**src/rtl/spi_pkg.sv**
```systemverilog
// Shared types for the SPI master.
//   spi_state_t : transfer sequencer states
//   spi_mode_t  : clock polarity/phase latched when a transfer is accepted
package spi_pkg;

  typedef enum logic [1:0] {
    IDLE,
    SETUP,
    XFER,
    HOLD
  } spi_state_t;

  typedef struct packed {
    logic cpol;
    logic cpha;
  } spi_mode_t;

endpackage

```
**src/rtl/spi_clk_gen.sv**
```systemverilog
// Half-period tick generator for the SPI master.
//   clk  : system clock
//   rst  : asynchronous active-high reset
//   en   : count enable; the counter is cleared while low
//   tick : registered one-cycle pulse, once every CLK_DIV enabled cycles
module spi_clk_gen
  import spi_pkg::*;
#(
  parameter int unsigned CLK_DIV = 4
) (
  input  logic clk,
  input  logic rst,
  input  logic en,
  output logic tick
);

  localparam int unsigned CntW = $clog2(CLK_DIV);
  localparam logic [CntW-1:0] CntMax = CntW'(CLK_DIV - 1);

  logic [CntW-1:0] cnt_q;

  // tick is registered, so every phase boundary lands one cycle after the
  // counter wraps; this supplies the extra accept cycle in the overall latency.
  always_ff @(posedge clk or posedge rst) begin
    if (rst) begin
      cnt_q <= '0;
      tick  <= 1'b0;
    end else if (!en) begin
      cnt_q <= '0;
      tick  <= 1'b0;
    end else begin
      tick  <= (cnt_q == CntMax);
      cnt_q <= (cnt_q == CntMax) ? '0 : cnt_q + CntW'(1);
    end
  end

endmodule

```
**src/rtl/spi_master_nch.sv**
```systemverilog
// Parametrised SPI master with runtime CPOL/CPHA and NUM_CS active-low selects.
//   clk, rst        : system clock, asynchronous active-high reset
//   start           : transfer request, accepted only while busy is low
//   cpol, cpha      : SPI mode, latched at accept
//   cs_sel          : slave index, latched at accept (out of range -> no select)
//   tx_data         : word to send MSB first, latched at accept
//   busy, done      : busy from the cycle after accept through the done cycle;
//                     done is a one-cycle end-of-transfer pulse
//   rx_data         : received word, updated with done
//   sclk, mosi, miso: SPI bus
//   cs_n            : active-low chip selects
module spi_master_nch
  import spi_pkg::*;
#(
  parameter int unsigned DATA_W  = 8,
  parameter int unsigned NUM_CS  = 1,
  parameter int unsigned CLK_DIV = 4,
  localparam int unsigned CS_W   = (NUM_CS > 1) ? $clog2(NUM_CS) : 1
) (
  input  logic              clk,
  input  logic              rst,
  input  logic              start,
  input  logic              cpol,
  input  logic              cpha,
  input  logic [CS_W-1:0]   cs_sel,
  input  logic [DATA_W-1:0] tx_data,
  output logic              busy,
  output logic              done,
  output logic [DATA_W-1:0] rx_data,
  output logic              sclk,
  output logic              mosi,
  input  logic              miso,
  output logic [NUM_CS-1:0] cs_n
);

  localparam int unsigned EdgeW = $clog2(2 * DATA_W + 1);
  localparam logic [EdgeW-1:0] LastEdge = EdgeW'(2 * DATA_W - 1);

  spi_state_t        state_q;
  spi_mode_t         mode_q;
  logic [DATA_W-1:0] tx_sh_q;
  logic [DATA_W-1:0] rx_sh_q;
  logic [EdgeW-1:0]  edge_cnt_q;
  logic [NUM_CS-1:0] cs_dec;
  logic              tick;
  logic              edge_odd;
  logic              edge_last;

  spi_clk_gen #(
    .CLK_DIV(CLK_DIV)
  ) u_clk_gen (
    .clk (clk),
    .rst (rst),
    .en  (state_q != IDLE),
    .tick(tick)
  );

  // One-hot-low select; an out-of-range index leaves every line high.
  always_comb begin
    cs_dec = '1;
    for (int unsigned i = 0; i < NUM_CS; i++) begin
      if (cs_sel == CS_W'(i)) cs_dec[i] = 1'b0;
    end
  end

  // edge_cnt_q counts completed edges, so the edge about to happen is odd when it is even.
  assign edge_odd  = ~edge_cnt_q[0];
  assign edge_last = (edge_cnt_q == LastEdge);

  always_ff @(posedge clk or posedge rst) begin
    if (rst) begin
      state_q    <= IDLE;
      mode_q     <= '0;
      tx_sh_q    <= '0;
      rx_sh_q    <= '0;
      edge_cnt_q <= '0;
      busy       <= 1'b0;
      done       <= 1'b0;
      rx_data    <= '0;
      sclk       <= 1'b0;
      mosi       <= 1'b0;
      cs_n       <= '1;
    end else begin
      done <= 1'b0;
      // busy spans the done cycle, which is what blocks a start presented alongside done.
      if (done) busy <= 1'b0;
      unique case (state_q)
        IDLE: begin
          if (start && !busy) begin
            mode_q.cpol <= cpol;
            mode_q.cpha <= cpha;
            tx_sh_q     <= tx_data;
            mosi        <= tx_data[DATA_W-1];
            sclk        <= cpol;
            cs_n        <= cs_dec;
            edge_cnt_q  <= '0;
            busy        <= 1'b1;
            state_q     <= SETUP;
          end
        end
        SETUP: begin
          if (tick) state_q <= XFER;
        end
        XFER: begin
          if (tick) begin
            sclk       <= edge_last ? mode_q.cpol : ~sclk;
            edge_cnt_q <= edge_cnt_q + EdgeW'(1);
            if (edge_odd != mode_q.cpha) begin
              rx_sh_q <= {rx_sh_q[DATA_W-2:0], miso};
            end else if (mode_q.cpha) begin
              // Odd edges in mode cpha=1: the first re-drives the MSB already on mosi.
              mosi    <= tx_sh_q[DATA_W-1];
              tx_sh_q <= tx_sh_q << 1;
            end else if (!edge_last) begin
              mosi    <= tx_sh_q[DATA_W-2];
              tx_sh_q <= tx_sh_q << 1;
            end
            if (edge_last) state_q <= HOLD;
          end
        end
        HOLD: begin
          if (tick) begin
            cs_n    <= '1;
            done    <= 1'b1;
            rx_data <= rx_sh_q;
            state_q <= IDLE;
          end
        end
        default: state_q <= IDLE;
      endcase
    end
  end

endmodule

```
**config.mk**
```make
export PLATFORM = sky130hd
export DESIGN_NAME = spi_master_nch
export DESIGN_NICKNAME = d
export VERILOG_FILES = /design/src/rtl/spi_pkg.sv /design/src/rtl/spi_clk_gen.sv /design/src/rtl/spi_master_nch.sv
export SDC_FILE = /design/constraint.sdc
export NUM_CORES = 1
export LEC_CHECK = 0
export ABC_CLOCK_PERIOD_IN_PS = 2850
export CAP_MARGIN = 20
export CORE_MARGIN = 5
export CORE_UTILIZATION = 57
export DETAILED_ROUTE_END_ITERATION = 10
export GPL_TIMING_DRIVEN = 0
export PLACE_DENSITY = 0.81
export SETUP_SLACK_MARGIN = 0.1
export SYNTH_ARGS = -nofsm -noshare
export SYNTH_HDL_FRONTEND = slang
export SYNTH_SLANG_ARGS = --single-unit
```
**constraint.sdc**
```tcl
create_clock -name clk -period 2.85 [get_ports clk]
set_input_delay 0.855 -clock clk [delete_from_list [all_inputs] [get_ports clk]]
set_output_delay 0.855 -clock clk [all_outputs]
set_load 0.05 [all_outputs]
```
## Word-level counts from Yosys, hierarchy flattened

Index checks and enable logic that the tools add are counted.

| storage, ports and cells | value |
|---|---|
| input bits | 15 |
| word-level logic and storage cells | 81 |
| bits in registers | 41 |

| operators by class | value |
|---|---|
| reductions and logical operators | 13 |
| $add $sub $neg | 2 |
| multiplexer cells | 37 |
| eq/ne operators | 13 |
| bitwise gates (word level) | 2 |

Operator list:

| cell | number |
|---|---|
| 8-bit 2-to-1 mux | 5 |
| 1-bit 2-to-1 mux | 17 |
| 8-bit case mux with 2 select lines | 1 |
| 2-bit 2-to-1 mux | 7 |
| 5-bit 2-to-1 mux | 2 |
| 5-bit case mux with 2 select lines | 1 |
| 5-bit AND reduction | 2 |
| 3-bit AND reduction | 3 |
| 2-bit case mux with 4 select lines | 1 |
| 2-bit equality test (second input constant) | 3 |
| 2-bit by 1-bit inequality test with 1-bit output (second input constant) | 3 |
| 2-bit inequality test (second input constant) | 3 |
| 1-bit case mux with 2 select lines | 3 |
| 2-bit nonzero test | 3 |
| 5-bit by 1-bit adder with 5-bit output (second input constant) | 1 |
| 5-bit by 4-bit equality test with 1-bit output (second input constant) | 1 |
| 2-bit AND reduction | 2 |
| 3-bit inequality test (second input constant) | 1 |
| 2-bit by 1-bit adder with 2-bit output (second input constant) | 1 |
| 2-bit by 1-bit equality test with 1-bit output (second input constant) | 1 |
| 2-bit zero test | 1 |
| 1-bit inverter | 2 |
| 1-bit logical AND | 1 |
| 1-bit zero test | 1 |
| 1-bit inequality test | 1 |

## Depth between registers and ports, before layout

| logic depth | value |
|---|---|
| depth after elaboration | 6 |
| gate-level depth with buffers | 7 |
| mapped depth without buffers | 6 |

## Cells and area by module

From an unflattened synthesis, not the netlist that was laid out.

| unflattened totals | value |
|---|---|
| cells, all modules | 149 |
| area total of the unflattened synthesis | 1885.6 um^2 |

By module, submodules not included:

| module | instances | sequential area each (um^2) | area each (um^2) | cells each |
|---|---|---|---|---|
| spi_master_nch | 1 | 952.2 | 1767.9 | 141 |
| spi_clk_gen | 1 | 75.1 | 117.6 | 8 |

## Least setup slack after synthesis

OpenSTA, ideal clock, no wires.

| path | value |
|---|---|
| kind | register -> register |
| start point | reg edge_cnt_q[0] |
| end point | reg mosi |
| setup time | 0.125 ns |
| data required time | 2.725 ns |
| arrival time | 1.810 ns |
| slack | 0.915 ns |
| period minus slack after synthesis | 1.935 ns |
| stages on the path, launching flop included | 7 |
| path through | dfrtp_1 ha_1 and3_1 ha_1 nor3b_1 o21ai_4 mux2_4 |

| between the ends | value |
|---|---|
| word-level cells in the longest chain between the ends | 4 |
| elaborated cells on any way between the ends | 6 |

Ends and longest elaborated chain:

| element | RTL line | RTL |
|---|---|---|
| start: declaration | spi_master_nch.sv:43 | `logic [EdgeW-1:0] edge_cnt_q;` |
| start signal: assignment | spi_master_nch.sv:107 | `edge_cnt_q <= edge_cnt_q + EdgeW'(1);` |
| branches (longest 3 deep; another with 5-bit by 4-bit equality test with 1-bit output) | n/a |  |
| 5-bit AND reduction (no source line) (*) | n/a |  |
| end signal: assignment | spi_master_nch.sv:93 | `mosi <= tx_data[DATA_W-1];` |
| end signal: assignment | spi_master_nch.sv:112 | `mosi <= tx_sh_q[DATA_W-1];` |
| end signal: assignment | spi_master_nch.sv:115 | `mosi <= tx_sh_q[DATA_W-2];` |
| end: declaration | spi_master_nch.sv:31 | `output logic mosi,` |

Mark *: on every way between the ends.
A chain may end at the register's enable or synchronous reset.

## Final worst setup path

| path | value |
|---|---|
| start point | reg cs_n |
| end point | out cs_n |

RTL lines:

| element | RTL line | RTL |
|---|---|---|
| start: declaration | spi_master_nch.sv:33 | `output logic [NUM_CS-1:0] cs_n` |
| start signal: assignment | spi_master_nch.sv:95 | `cs_n <= cs_dec;` |

No word-level cell between the ends.

==> flow_summary.json <==
{
  "fin_nets": 203,
  "synth_top_family_by_area": "multiplexers",
  "yosysSeqAreaShare_pct": 54.0,
  "seqCellArea_um2": 1030,
  "synth.area.mux_share_pct": 22.2,
  "final.setup.tns_ns": 0,
  "drive_above_1_share_pct": 26.9,
  "max_freq_ghz": 0.389,
  "dp_slack_ns": 0.422,
  "fillCellCount": 251,
  "post-route-period-util_pct": 90.3,
  "crit_family": "buffers and inverters",
  "drc": 0,
  "post-place-cells": 220,
  "skew_ns": 0.00736,
  "internal-power_uw": 879,
  "yosys.area_share.simple_pct": 8.68,
  "first_global_vias": 1331,
  "antenna_found_initial": 0,
  "ys.flop_type": "dfrtp_1",
  "post-synth-top-count-cell": "dfrtp_1",
  "pwr-share-seq_pct": 53.4,
  "postCtsSetupBuffers": 0,
  "wl_um": 3690,
  "hold_path_class": "flop to flop",
  "worst-path-buf-inv": 1,
  "p_switching_uw": 212,
  "io_pins": 28,
  "synthTopCellsByArea": "dfrtp_1, mux2_2, mux2_4, ha_1, nand2_1",
  "cts_hold_buf": 0,
  "cts_root_buffer": "clkbuf_4",
  "synth-seq-cells": 41,
  "io_buffer_count": 27,
  "status": "finished clean",
  "p_leak_nw": 1.12,
  "grt_pass1_wl_um": 6420,
  "overflow": 0,
  "p_per_area_nw_per_um2": 467,
  "synth_cell_types": 33,
  "die_area_um2": 4590,
  "clock_latency_ns": 0.35,
  "holdPathEnd": "u_clk_gen.cnt_q[0]",
  "r2r_cells": 6,
  "rsz0062_at_grt": "no",
  "avgSynthCellArea_um2": 12.9,
  "min_period_ns": 2.57,
  "synth_commonest_cells": "dfrtp_1, mux2_2, nand2_1, mux2_4, ha_1",
  "die_x_um": 67.8,
  "layout-area-overhead-vs-synth_pct": 22.8,
  "vias_per_cell": 5.39,
  "fin_hold_ws_ns": 0.443,
  "yosys_warnings": 0,
  "fp.coreArea_um2": 3280,
  "pwr-share-clk_pct": 43.3,
  "fin_area_um2": 2340,
  "cts-buffers-inserted": 5,
  "min_from": "u_clk_gen.cnt_q[0]",
  "htreeDepth": 2,
  "grt_max_degree": 42,
  "initial_core_util_pct": 57.9,
  "swShare_pct": 19.4,
  "arrival_ns": 1.72,
  "final_max_slew_viol_count": 0,
  "p_comb_share_pct": 3.3,
  "hold_viol": 0,
  "dpl_cell_area_um2": 2230,
  "vdd.ir_drop.worst_mv": 0.320,
  "maxCapViolCount": 0,
  "dpl.hpwl_um": 2710,
  "die_h_um": 67.8,
  "gp_congestion": 0.764,
  "grt.total_usage_pct": 19.0,
  "multi_input_area_um2": 828,
  "tritoncts": "yes",
  "clock_path_buffers": 2,
  "reg2reg_from": "edge_cnt_q[0]",
  "start_kind": "flop",
  "relSlewSlack_pct": 45.1,
  "dr_total_vias": 1230,
  "crit_path_end_kind": "output port",
  "r2r_slack_ns": 0.73,
  "fin_cells": 228,
  "crit_chain": "clkdlybuf4s50_1",
  "required_ns": 2.00,
  "avgRoutedWirePerCell_um": 16.2,
  "finalSetupViolCount": 0,
  "worst_slack_ns": 0.276,
  "cpMaxStageDelayCell": "clkdlybuf4s50_1",
  "min_path_cells": 1,
  "path_max_fanout": 3,
  "syn-num-nets": 169,
  "synthXorXnorAreaFrac_pct": 0.921,
  "synth-edff-count": 0,
  "synth_top_area_cell": "dfrtp_1",
  "netlist_area_um2": 1900,
  "dr.first_iter.drc_count": 50,
  "cts.clk_slew.worst_paths_ns": 0.12,
  "critical_path_class": "flop to output port",
  "n_antenna_cell": 0,
  "synth_compound_area_share_pct": 7.17,
  "dr.pass1.iters": 4,
  "synth_adder_area_share_pct": 4.61,
  "async_flop_share_pct": 100,
  "clock-sinks": 41,
  "tightest_slew_ns": 0.822,
  "cts_resized": 0,
  "synthCells": 147,
  "r2r_end": "tx_sh_q[4]",
  "critPathMaxStageDelay_ns": 0.80,
  "postRouteAntennaNets": 0,
  "synth_top_area_share_pct": 52.6,
  "core.rowCount": 21
}
## per-stage QoR
stage,total power [mW],utilization (%)
floorplan,0.607,-
detailed placement,0.630,67.9
global placement,0.629,67.9
CTS,1.10,71.1
global route,1.13,71.1
finish,1.09,71.1
## layout by cell type (no fill, tap or decap), types with 2 or more instances in the layout
| master | count |
|---|---|
| dfrtp_1 | 40 |
| clkdlybuf4s50_1 | 27 |
| mux2_2 | 25 |
| nand2_1 | 10 |
| mux2_4 | 8 |
| ha_1 | 7 |
| nor2_1 | 6 |
| o21ai_0 | 6 |
| inv_1 | 5 |
| clkbuf_4 | 5 |
| buf_2 | 4 |
| nor2b_1 | 4 |
| nand3_1 | 3 |
| a21oi_1 | 3 |
| nor3_1 | 2 |
| mux2i_1 | 2 |
| and3_1 | 2 |
| xnor2_1 | 2 |
| bufinv_16 | 2 |
## worst reg2reg max path, cell delays in order (launching register included)
cell     delay [ns]
dfrtp_1        0.48
ha_1           0.27
and3_1         0.19
ha_1           0.23
nor3b_1        0.34
o21ai_4        0.19
mux2_4         0.33
## cell families after synthesis
group                    after synthesis
AO/OA/AOI/OAI                         18
flip-flops                            41
adder cells (fa/ha/maj)                7
XOR/XNOR                               2
buffers and inverters                 11
AND/OR/NAND/NOR                       33
multiplexers                          35
## per-layer routing
metal | global-route usage [%] | share of wire (%)
met3 | 5.66 | 3.9
met1 | 23.1 | 41
met2 | 31.2 | 53
met4 | 8.10 | 2.0
met5 | 0 | 0
## sequential cells by signal (all words and copies together), names as in the netlist
register / flops
cs_n: 1
state_q: 2
mosi: 1
sclk: 1
busy: 1
rx_sh_q: 8
u_clk_gen.cnt_q: 2
mode_q: 2
rx_data: 8
tx_sh_q: 8
u_clk_gen.tick: 1
edge_cnt_q: 5
done: 1
## layout make-up
type	instances	share of cell area [%]
Buffer	5	1.02
Clock buffer	5	1.61
Clock inverter	3	2.95
Inverter	6	0.964
Multi-Input combinational cell	95	35.5
Sequential cell	41	44.0
Tap cell	46	2.46
Timing Repair Buffer	27	11.6
## power groups by stage
stage	clock network (mW)	logic (mW)	registers (mW)
2_1_floorplan	0	0.0141	0.593
3_3_place_gp	0	0.0359	0.593
3_5_place_dp	0	0.0374	0.593
4_1_cts	0.480	0.0378	0.582
5_1_grt	0.511	0.0417	0.582
6_report	0.472	0.0365	0.582
## how the worst max path moves through the flow
stage | startpoint | to | slack (ns) | depth (start not counted)
after floorplan | edge_cnt_q[0] | mosi | 0.91 | 6
after global placement | rst | edge_cnt_q[0] | 0.31 | 2
after detailed placement | start | tx_sh_q[4] | 0.42 | 5
after CTS | cs_n | cs_n | 0.26 | 1
after global routing | cs_n | cs_n | 0.22 | 1
final | cs_n | cs_n | 0.28 | 1
No activity file was read; power rests on OpenSTA's default activity.
